`src/rtl/serial_sub.sv`:
```
// Bit-serial subtractor: diff = (a - b - bin) mod 2^WIDTH, one full-subtractor cell, LSB first.
// Latency: operands accepted on edge E, result valid after edge E+WIDTH.
// Backpressure: in_ready only in IDLE; result held in DONE until out_ready, stalling indefinitely.
//
// Ports:
//   clk, rst            clock, asynchronous active-high reset
//   in_valid/in_ready   operand handshake carrying a, b, bin
//   out_valid/out_ready result handshake carrying diff, bout, zero
module serial_sub #(
    parameter int WIDTH = 8
) (
    input  logic             clk,
    input  logic             rst,
    input  logic             in_valid,
    output logic             in_ready,
    input  logic [WIDTH-1:0] a,
    input  logic [WIDTH-1:0] b,
    input  logic             bin,
    output logic             out_valid,
    input  logic             out_ready,
    output logic [WIDTH-1:0] diff,
    output logic             bout,
    output logic             zero
);
    localparam int CW = $clog2(WIDTH);

    typedef enum logic [1:0] {
        IDLE = 2'd0,
        RUN  = 2'd1,
        DONE = 2'd2
    } state_t;

    state_t           state;
    logic [WIDTH-1:0] a_sr;
    logic [WIDTH-1:0] b_sr;
    logic             brw;
    logic [CW-1:0]    cnt;

    // Full-subtractor cell on the current LSBs plus the running borrow.
    logic             d;
    logic             brw_nxt;
    logic [WIDTH-1:0] diff_nxt;

    always_comb begin
        d        = a_sr[0] ^ b_sr[0] ^ brw;
        brw_nxt  = (~a_sr[0] & b_sr[0]) | (~(a_sr[0] ^ b_sr[0]) & brw);
        diff_nxt = {d, diff[WIDTH-1:1]};
    end

    // Handshake signals decode straight from registered state, so neither
    // depends combinationally on the opposite side's valid/ready.
    assign in_ready  = (state == IDLE);
    assign out_valid = (state == DONE);

    always_ff @(posedge clk or posedge rst) begin
        if (rst) begin
            state <= IDLE;
            a_sr  <= '0;
            b_sr  <= '0;
            brw   <= 1'b0;
            cnt   <= '0;
            diff  <= '0;
            bout  <= 1'b0;
            zero  <= 1'b0;
        end else begin
            case (state)
                IDLE: begin
                    if (in_valid) begin
                        a_sr  <= a;
                        b_sr  <= b;
                        brw   <= bin;
                        cnt   <= '0;
                        state <= RUN;
                    end
                end
                RUN: begin
                    a_sr <= a_sr >> 1;
                    b_sr <= b_sr >> 1;
                    brw  <= brw_nxt;
                    diff <= diff_nxt;
                    cnt  <= cnt + 1'b1;
                    if (cnt == CW'(WIDTH - 1)) begin
                        // Flags use the post-shift values so the last bit counts.
                        bout  <= brw_nxt;
                        zero  <= (diff_nxt == '0);
                        state <= DONE;
                    end
                end
                DONE: begin
                    if (out_ready) begin
                        state <= IDLE;
                    end
                end
                default: begin
                    state <= IDLE;
                end
            endcase
        end
    end
endmodule

```
`config.mk`:
```
export PLATFORM = sky130hd
export DESIGN_NAME = serial_sub
export DESIGN_NICKNAME = d
export VERILOG_FILES = /design/src/rtl/serial_sub.sv
export SDC_FILE = /design/constraint.sdc
export NUM_CORES = 1
export LEC_CHECK = 0
export CAP_MARGIN = 25
export CORE_MARGIN = 4
export CORE_UTILIZATION = 49
export DETAILED_ROUTE_END_ITERATION = 10
export GPL_TIMING_DRIVEN = 0
export PLACE_DENSITY_LB_ADDON = 0.25
export SYNTH_ARGS = -nofsm -noshare
export SYNTH_HDL_FRONTEND = slang
export SYNTH_SLANG_ARGS = --single-unit
export TNS_END_PERCENT = 1
```
`constraint.sdc`:
```
create_clock -name clk -period 1.8 [get_ports clk]
set_clock_uncertainty 0.1 [all_clocks]
set_input_delay 0.36 -clock clk [delete_from_list [all_inputs] [get_ports clk]]
set_output_delay 0.36 -clock clk [all_outputs]
set_load 0.02 [all_outputs]
```
### Word-level counts from Yosys, hierarchy flattened

Cells that the tools add are included.
Widths: inputs -> output; s select.

| word-level totals | value |
|---|---|
| register bits after elaboration | 32 |

| operators by class | value |
|---|---|
| add/sub/neg operators | 1 |
| bitwise logic cells | 7 |
| multiplexer cells | 12 |
| eq/ne operators | 6 |
| reductions and logical operators | 6 |

Operators by type and width:

| cell | count |
|---|---|
| $pmux 8 s2 | 2 |
| $mux 8 | 2 |
| $logic_not 8->1 | 1 |
| $mux 2 | 3 |
| $pmux 2 s3 | 1 |
| $pmux 3 s2 | 1 |
| $ne 2x2->1 const B | 2 |
| $reduce_and 2->1 | 2 |
| $add 3x1->3 const B | 1 |
| $eq 3x3->1 const B | 1 |
| $mux 3 | 1 |
| $reduce_and 3->1 | 1 |
| $and 1x1->1 | 2 |
| $eq 2x1->1 const B | 1 |
| $eq 2x2->1 const B | 1 |
| $logic_not 2->1 | 1 |
| $ne 2x1->1 const B | 1 |
| $not 1->1 | 2 |
| $pmux 1 s2 | 1 |
| $reduce_bool 2->1 | 1 |
| $xor 1x1->1 | 2 |
| $mux 1 | 1 |
| $or 1x1->1 | 1 |

### Depth between registers and ports, before layout

| depth | value |
|---|---|
| depth in word-level cells | 5 |
| mapped depth | 5 |
| gate-level depth less buffers | 5 |

### Worst setup path before layout

Ideal clock, no wire load.

| timing path | value |
|---|---|
| path type | reg-to-reg |
| start point | reg a_sr[0] |
| end point | reg zero |
| slack | 0.324 ns |
| data required time | 1.623 ns |
| setup time | 0.077 ns |
| cell stages (with the launch flop) | 5 |
| clock period less this slack | 1.476 ns |
| arrival | 1.299 ns |
| cells stage by stage | dfrtp_1 > fa_1 > nor4_1 > nand2_1 > o21ai_1 |

| between the ends | value |
|---|---|
| cells in the longest elaborated chain, start to end | 3 |

Ends and longest elaborated chain:

| what | RTL line | source |
|---|---|---|
| from (decl) | 34 | `logic [WIDTH-1:0] a_sr;` |
| from (signal assigned) | 77 | `a_sr <= a_sr >> 1;` |
| $xor 1x1->1 (2 in a row) | 45 | `d = a_sr[0] ^ b_sr[0] ^ brw;` |
| via d | 40 | `logic d;` |
| $logic_not 8->1 | 85 | `zero <= (diff_nxt == '0);` |
| to (signal assigned) | 85 |  |
| to (decl) | 23 | `output logic zero` |

The timed path passes the listed nets, and every way through them passes these cells.
A chain may end at the register's enable or synchronous reset.

### Worst setup path after layout

| timing path | value |
|---|---|
| start point | reg bout |
| end point | out bout |

RTL lines:

| what | RTL line | source |
|---|---|---|
| from (decl) | 22 | `output logic bout,` |
| from (signal assigned) | 84 | `bout <= brw_nxt;` |

No word-level cell between the ends.

==> impl_metrics.csv <==
group,metric,value,unit
pwr,internal-power,1.80,mW
yosys,seq_area_frac_synth,54.5,%
worst_setup_path,r2r-start,"a_sr[0]$_DFFE_PP0P_",
status,status,"finished, final reports clean",
worst_setup_path,cp-end-kind,"output port",
clock_tree,clkTransAtPathRegs,90,ps
flow_run,maxCapViolCount,0,
pwr,total_switching_power,1.18,mW
worst_setup_path,crit_buf_inv,1,
worst_setup_path,worstSetupPathType,"register to output port",
pwr,seqPwrFrac,40.7,%
drt,initialDrtViolationCount,46,
cells_and_area,design.final.nets,221,
worst_setup_path,crit_cells,1,
sta,hold_ws,267,ps
floorplan,coreArea,0.00281,mm2
worst_setup_path,arrival,1290,ps
worst_setup_path,cp-startpoint,"bout$_DFFE_PP0P_",
clock_tree,numCtsBuffers,5,
yosys,ys_warn_count,0,
sta,fmax,571,MHz
yosys,syn-mean-instance-area,9.48,um2
cells_and_area,syn_to_final_growth,31.2,%
sta,worst_slew_pin_slew,543,ps
cells_and_area,layout-drive-gt1-share,10.6,%
pwr,combinationalPowerShare,45.1,%
pwr,leakage,0.984,nW
hold_path,hold_path_class,"primary input to async pin",
worst_setup_path,rr_worst_depth,4,
floorplan,die_area,0.00394,mm2
cells_and_area,layoutNonFillerInstCount,229,
worst_setup_path,crit_path_max_incr_delay,600,ps
sta,fin_crit_sh,97.2,%
clock_tree,clk_latency,330,ps
floorplan,chipWidth,62.8,um
sta,maxSlewViolCount,0,
floorplan,io_pins,33,
place,dp.cells,219,
yosys,async_flop_share,100,%
sta,relSlewSlack,63.8,%
drt,routed_wl,3330,um
grt,grt_overflow,0,
yosys,yosysMostFrequentCell,"nand2_1",
cells_and_area,multi_input_area,603,um2
worst_setup_path,slowest_stage,"clkdlybuf4s50_1",
yosys,synth-edff-count,0,
yosys,syn_nets,179,
place,place_hpwl,2500,um
place,pre_cts_ws,-121,ps
sta,finalWorstSetupSlack,49.5,ps
drt,avgRoutedWirePerCell,14.6,um
floorplan,start_util,52.4,%
yosys,synth_top_area_cell,"dfrtp_1",
cells_and_area,ff_latch_area,802,um2
grt,grt_max_degree,22,
floorplan,core.rowCount,19,
pwr,swShare,39.7,%
cells_and_area,diodes,0,
floorplan,dieHeight,62.8,um
grt,first_global_vias,1364,
sta,rsz0062_at_grt,"yes",
sta,min_period,1750,ps
clock_tree,postCtsHoldBufs,0,
cells_and_area,final_util,68.7,%
grt,antenna_found_initial,0,
drt,ant_nets,0,
drt,dr.pass1.iters,4,
worst_setup_path,path_delay_family,"buffers and inverters",
clock_tree,clockBufferDepth,2,
clock_tree,cts_tree,"yes",
clock_tree,cts_sinks,32,
yosys,synth-seq-cells,32,
worst_setup_path,cp_max_fo,2,
pwr,clockPowerShare,14.2,%
drt,via_count,1252,
sta,setup_viol,0,
worst_setup_path,r2r-end,"zero$_DFFE_PP0P_",
worst_setup_path,crit_required,1340,ps
yosys,syn_inst,155,
worst_setup_path,path_cells,"clkdlybuf4s50_1",
worst_setup_path,r2r_slack,180,ps
pwr,power.density,1550,mW/mm2
place,gp_congestion,0.746,
drt,drc,0,
pwr,p_total,2.98,mW
yosys,synth_area,0.00147,mm2
clock_tree,root_buffer,"clkbuf_4",
yosys,synthTopCellsByCount,"nand2_1 (44), dfrtp_1 (32), a21oi_1 (14), o21ai_1 (13), and3b_1 (12)",
grt,grt_first_pass_wirelength,5930,um
drt,avgViaCountPerCell,5.47,
yosys,ys.flop_type,"dfrtp_1",
grt,track_usage,19.0,%
place,port_buffers,32,
clock_tree,cts_max_level,2,
yosys,synth.top_cells.by_area,"dfrtp_1 (55%), nand2_1 (11%), and3b_1 (7.2%)",
worst_setup_path,crit_path_start_kind,"register",
pwr,vdd.ir_drop.worst,0.983,mV
yosys,yosysUniqueCellTypes,21,
yosys,synth_top_cell_area_share,54.5,%
sta,hold_viol,0,
cells_and_area,fill_cells,243,
sequential cells by signal (all words and copies together) (netlist names):
register	cells
state	2
brw	1
bout	1
a_sr	8
b_sr	8
diff	8
zero	1
cnt	3
cell usage in the layout, fill, tap and decap left out, types with 7 or more instances in the layout:
cell / n
a21oi_1: 14
and3b_1: 12
buf_4: 7
clkdlybuf4s50_1: 21
dfrtp_1: 31
dlygate4sd2_1: 7
nand2_1: 44
o21ai_1: 13
worst max path at each step:
| stage | to | slack (ps) |
|---|---|---|
| finish | bout | 50 |
| floorplan | zero$_DFFE_PP0P_ | 320 |
| CTS | zero | 30 |
| global placement | in_ready | -110 |
| global route | out_valid | -10 |
| detailed placement | in_ready | -120 |
power by group through the flow:
stage          Combinational, mW  Clock, mW  Sequential [mW]
2_1_floorplan              0.763          0             1.31
3_3_place_gp                1.29          0             1.22
3_5_place_dp                1.35          0             1.24
4_1_cts                     1.30      0.436             1.23
5_1_grt                     1.51      0.468             1.25
6_report                    1.34      0.423             1.21
logic make-up after synthesis:
kind of cell	count (synthesis)	share of synthesized area (%)
and+or+nand+nor	67	22.8
AOI/OAI and AO/OA	39	15.0
DFF	32	54.5
buffers and inverters	14	4.60
adders and majority gates	3	3.07
metal layers:
layer / up-vias / share of wire [%] / GRT usage, %
met4: 0 / 0.72 / 6.06
met2: 37 / 51 / 31.4
met3: 2 / 4.9 / 6.12
met5: - / 0 / 0
met1: 608 / 44 / 23.5
li1: 605 / - / -
stage by stage:
stage                     TNS, ps  cell area [um2]
after floorplan                 0             1470
after global placement      -2430             1830
after detailed placement     -173             1860
after CTS                       0             1900
after global routing        -13.8             1930
final                           0             1930
layout make-up:
class                   count  share of cell area, %
plain buffers              10                   2.86
flip-flops and latches     32                   41.6
repair buffers             35                   18.4
multi-input cells         109                   31.3
clock buffers               8                   3.05
well taps                  31                   2.01
inverters                   4                  0.779
repair_timing:
item	4_1_cts	5_1_grt
pin swaps	0	0
setup buffers	0	2
gates resized for setup	18	4
endpoints found under the setup margin	9	4
Note: power is estimated with default switching activity, not from simulation.
==> RTL edit 1 (same settings) <==
Re-encode `state_t` (3 states) as one-hot, 3 bits wide.
--- a/src/rtl/serial_sub.sv
+++ b/src/rtl/serial_sub.sv
@@ -25,8 +25,8 @@
     localparam int CW = $clog2(WIDTH);
 
-    typedef enum logic [1:0] {
-        IDLE = 2'd0,
-        RUN  = 2'd1,
-        DONE = 2'd2
+    typedef enum logic [2:0] {
+        IDLE = 3'b001,
+        RUN  = 3'b010,
+        DONE = 3'b100
     } state_t;
 
Check against the original RTL: no difference found for any inputs over 10 cycles, from zero or initial values and one cycle with rst high; not proved beyond that.
==> RTL edit 1 against the original RTL <==
Synthesized area up 3.2%. Sequential power up 4%. Non-clock buffer count down 1. Critical endpoint is now out_valid. Critical path type unchanged. Critical path depth up 2. Sequential cell count up 1. Routed wire length down 3.2%. Design area up 5.6%. Total power up 12%. Highest routed layer unchanged. Clock power up 41%. Setup slack worse by 7.1 ps. Hold slack worse by 48 ps.
==> RTL edit 1: results (changes against the original RTL) <==
* ANT cells at 0 (unchanged)
* Yosys warning count at 0 (unchanged)
* LEAKAGE at 0.9693 nW (was 0.9842 nW)
* Sw frac at 0.3444 (was 0.3972)
* Placed instance area at 1903 µm² (was 1856 µm²)
* Largest net degree at the start of global routing at 25 (was 22)
* Grt met3 use at 0.07460 (was 0.06115)
* Via Count at 1140 (was 1252)
* Setup Slack @ Placement at -276.6 ps (was -121.3 ps)
* Initial antenna violation count at 0 (unchanged)
* First-pass GRT wire length at 5313 µm (was 5934 µm)
* Net Count, Synth at 141 (was 179)
* Cells after DPL at 181 (was 219)
* Clock Power Share at 0.179 (was 0.142)
* Status: finished, final reports clean (unchanged)
* Largest cells by area after synthesis: dfrtp_1, a2bb2oi_1, mux2_2 (was dfrtp_1, nand2_1, and3b_1)
* Gr usage total at 0.1704 (was 0.1897)
* CTS root buffer: clkbuf_4 (unchanged)
* FFs w/ async S/R, synth at 1.000 (unchanged)
* DP HPWL at 2269 µm (was 2496 µm)
* Seq/Total Area, Yosys at 0.5454 (was 0.5451)
* Netlist cell types at 34 (was 21)
* Reg power frac at 0.379 (was 0.407)
* Min-Delay Path Class: in2async (unchanged)
* Max VDD drop at 0.8660 mV (was 0.9832 mV)
* Met1 Usage GRT at 0.2176 (was 0.2345)
* GP Congestion at 0.7465 (was 0.7462)
* Synth Instances at 117 (was 155)
* Met3 wire len at 231 µm (was 164 µm)
* Initial drt markers at 47 (was 46)
* Worst-path clk slew at 110 ps (was 90 ps)
* Max Used Layer: met4 (unchanged)
* CP Max Fanout at 10 (was 2)
* Worst reg2reg startpoint: state[2] (was a_sr[0])
* Drt via density at 5.938 (was 5.467)
* Met1 Routed Length at 1504 µm (was 1452 µm)
* Antenna viol nets, final at 0 (unchanged)
* Met2 Routed Length at 1445 µm (was 1691 µm)
* Skew-Pair Late Insertion Delay at 350 ps (was 330 ps)
* DRT Wirelength at 3226 µm (was 3332 µm)
* Fraction of layout cells with a size suffix above 1 at 0.2422 (was 0.1061)
* Top post-synthesis cells by count: dfrtp_1, o22ai_1, a2bb2oi_1 (was nand2_1, dfrtp_1, a21oi_1)
* Met2 GRT Util at 0.2542 (was 0.3142)
* Max-slew headroom at 0.6587 (was 0.6375)
* Fillcell total at 197 (was 243)
* CTS buffer count at 5 (unchanged)
RTL edit 1: changes by cell type after synthesis, moves of 5 or more:
cell,before,now
mux2_2,0,9
a2bb2oi_1,0,12
a21oi_1,14,3
nand2_1,44,1
and3b_1,12,0
o22ai_1,0,15
o21ai_0,5,0
o21ai_1,13,0
RTL edit 1: path summary, 6_finish.rpt:
path                             end  slack (ps)  depth (start not counted)
max                        out_valid          40                          3
min                          a_sr[7]         220                          2
max reg2reg                  diff[3]          70                          4
min reg2reg                  diff[0]         410                          1
max in group asynchronous   state[0]         820                          3
min in group clk             diff[0]         410                          1
RTL edit 1: area by class of cell:
type,instances,share of cell area
clock inverters,1,0.01476
repair buffers,36,0.1808
inverters,6,0.01107
well taps,31,0.01907
plain buffers,8,0.03444
multi-input cells,70,0.3057
clock buffers,7,0.02706
flip-flops and latches,33,0.4071
RTL edit 1: through the flow:
step | power (W) | utilization
floorplan | 0.002285 | -
global placement | 0.002680 | 0.6575
detailed placement | 0.002749 | 0.6671
CTS | 0.003280 | 0.7004
global route | 0.003526 | 0.7132
finish | 0.003336 | 0.7132
RTL edit 1: repair_timing:
action / 4_1_cts / 5_1_grt
setup endpoints to repair: 9 / 5
setup buffers: 2 / 1
gates resized for setup: 20 / 9
pin swaps: 0 / 1
RTL edit 1: cells by family (layout without fill, tap and decap cells):
family,Yosys count,after routing,synth area share
AO/OA/AOI/OAI,46,46,0.2343
flip-flops,33,33,0.5454
multiplexers,9,9,0.06683
adder cells (fa/ha/maj),3,3,0.02970
buffers and inverters,14,58,0.05858
AND/OR/NAND/NOR,12,12,0.06518
RTL edit 1: worst max-delay path, stage by stage (launching register included):
cell and delay (ps):
dfrtp_2 430, inv_2 120, nor3_4 220, buf_4 170
==> RTL edit 2 (same settings) <==
Made on the original files. Change the parameter `WIDTH` from 8 to 4.
--- a/src/rtl/serial_sub.sv
+++ b/src/rtl/serial_sub.sv
@@ -8,5 +8,5 @@
 //   out_valid/out_ready result handshake carrying diff, bout, zero
 module serial_sub #(
-    parameter int WIDTH = 8
+    parameter int WIDTH = 4
 ) (
     input  logic             clk,
Interface: changed (resized a, b and diff); port bits go from 33 to 21. The function was not compared with the original's and may differ.
==> RTL edit 2 against the original RTL <==
Via count is 44% lower. Non-clock buffer count is 20 lower. Sequential share of layout area is 2.2 points lower. Routed wire length is 42% lower. Die area is 33% lower. Core utilization is 0.39 points lower. Total power is 29% lower. Sequential cell count is 13 lower. Setup slack worse by 27 ps. Design area is 37% lower. Final cell count is 42% lower. Synthesized area is 37% lower.
==> RTL edit 2: results (changes against the original RTL) <==
* Vias in the first global route at 735 (was 1364)
* Largest net degree at the start of global routing at 20 (was 22)
* WL/cell at 14.52 µm (was 14.55 µm)
* Max VDD drop at 0.9150 mV (was 0.9832 mV)
* FF-to-FF setup slack at 20 ps (was 180 ps)
* Initial antenna violation count at 0 (unchanged)
* H-tree depth at 1 (was 2)
* DP HPWL at 1425 µm (was 2496 µm)
* Skew-Pair Late Insertion Delay at 290 ps (was 330 ps)
* Slowest stage cell, crit path: or4_1 (was clkdlybuf4s50_1)
* Biggest regs: a_sr (4), b_sr (4), diff (4) (was a_sr (8), b_sr (8), diff (8))
* Seq/Total Area, Yosys at 0.5149 (was 0.5451)
* LEAKAGE at 0.5646 nW (was 0.9842 nW)
* Initial drt markers at 14 (was 46)
* CTS buffer count at 3 (was 5)
* Fraction of layout cells with a size suffix above 1 at 0.1759 (was 0.1061)
* First-pass DRT Iterations at 4 (unchanged)
* CP Max Fanout at 2 (unchanged)
* Placed instance area at 1155 µm² (was 1856 µm²)
* Netlist cell types at 23 (was 21)
* ANT cells at 0 (unchanged)
* Final #Nets at 124 (was 221)
* First-pass GRT wire length at 3381 µm (was 5934 µm)
* Worst-path clk slew at 110 ps (was 90 ps)
* CP arrival at 1890 ps (was 1290 ps)
* Slowest stage delay, CP at 540 ps (was 600 ps)
* Worst-Margin Slew at 686.3 ps (was 543.1 ps)
* Status: finished, final reports clean (unchanged)
* Worst reg-to-reg path cell count at 3 (was 4)
* Worst-case clock buffer depth at 2 (unchanged)
* R2r endpoint: zero (unchanged)
* Critical path startpoint: a_sr[0] (was bout)
* Yosys warning count at 0 (unchanged)
* FFs w/ async S/R, synth at 1.000 (unchanged)
* Net Count, Synth at 98 (was 179)
* Setup Slack @ Placement at -110.2 ps (was -121.3 ps)
* GP Congestion at 0.7443 (was 0.7462)
* Drt via density at 5.308 (was 5.467)
* Gr usage total at 0.1676 (was 0.1897)
* Port bufs at 20 (was 32)
* Top post-synthesis cells by count: dfrtp_1, inv_1, o21ai_0 (was nand2_1, dfrtp_1, a21oi_1)
* Min-Delay Path Class: in2async (unchanged)
* Critical path capture point type: flop (was primary output)
* Largest cells by area after synthesis: dfrtp_1, mux2_4, o21ai_0 (was dfrtp_1, nand2_1, and3b_1)
* CTS root buffer: clkbuf_4 (unchanged)
==> RTL edit 2: per-layer routing <==
layer,track usage,vias to the layer above,routed length [µm]
li1,-,341,-
met1,0.2253,350,930
met2,0.2818,15,925
met3,0.03499,0,75
met4,0.02620,0,0
met5,0,-,0
==> RTL edit 2: how the worst min path moves through the flow <==
stage,end,slack [ps],cells after the start
final,state[0],360,2
after global routing,b_sr[1],420,2
after CTS,state[0],390,2
after detailed placement,bout,380,2
after global placement,zero,370,2
after floorplan,a_sr[0],210,1
==> RTL edit 2: report_power, final <==
| part | internal, W | leakage (nW) | switching, W |
|---|---|---|---|
| clock | 0.0000860 | 0.0150 | 0.000125 |
| combinational | 0.000607 | 0.318 | 0.000535 |
| sequential | 0.000630 | 0.231 | 0.000142 |
==> RTL edit 2: area by class of cell <==
class / instances / area (µm²)
clock buffers: 4 / 26.28
inverters: 9 / 33.78
fillers: 160 / 559.3
repair buffers: 21 / 214.0
well taps: 25 / 31.28
plain buffers: 4 / 38.79
flip-flops and latches: 19 / 475.5
multi-input cells: 51 / 385.4
==> RTL edit 2: cell families after synthesis <==
logic type               after synthesis  share of synthesized area
AO/OA/AOI/OAI                         24                     0.1667
AND/OR/NAND/NOR                       21                     0.1396
flip-flops                            19                     0.5149
buffers and inverters                 13                    0.07858
multiplexers                           4                    0.06504
adder cells (fa/ha/maj)                2                    0.03523
==> RTL edit 2: per-stage QoR <==
step	std cells	hold WS [ps]	util	setup TNS (ps)
2_1_floorplan	83	211.1	-	0
3_3_place_gp	128	372.8	0.6546	-190.5
3_5_place_dp	128	380.0	0.6546	-227.6
4_1_cts	132	388.2	0.6652	0
5_1_grt	133	416.6	0.6830	-17.79
6_report	133	358.6	0.6830	0
==> RTL edit 2: timing repair <==
item                                   4_1_cts  5_1_grt
endpoints found under the hold margin        0        0
setup endpoints to repair                    2        6
gates resized for setup                      9        8
buffers inserted                             0        1
==> RTL edit 2: critical path, delay by kind of cell (launching register included) <==
kind | cells | cell delay, ps
and+or+nand+nor | 1 | 540
adders and majority gates | 1 | 500
DFF | 1 | 420
AOI/OAI and AO/OA | 1 | 140
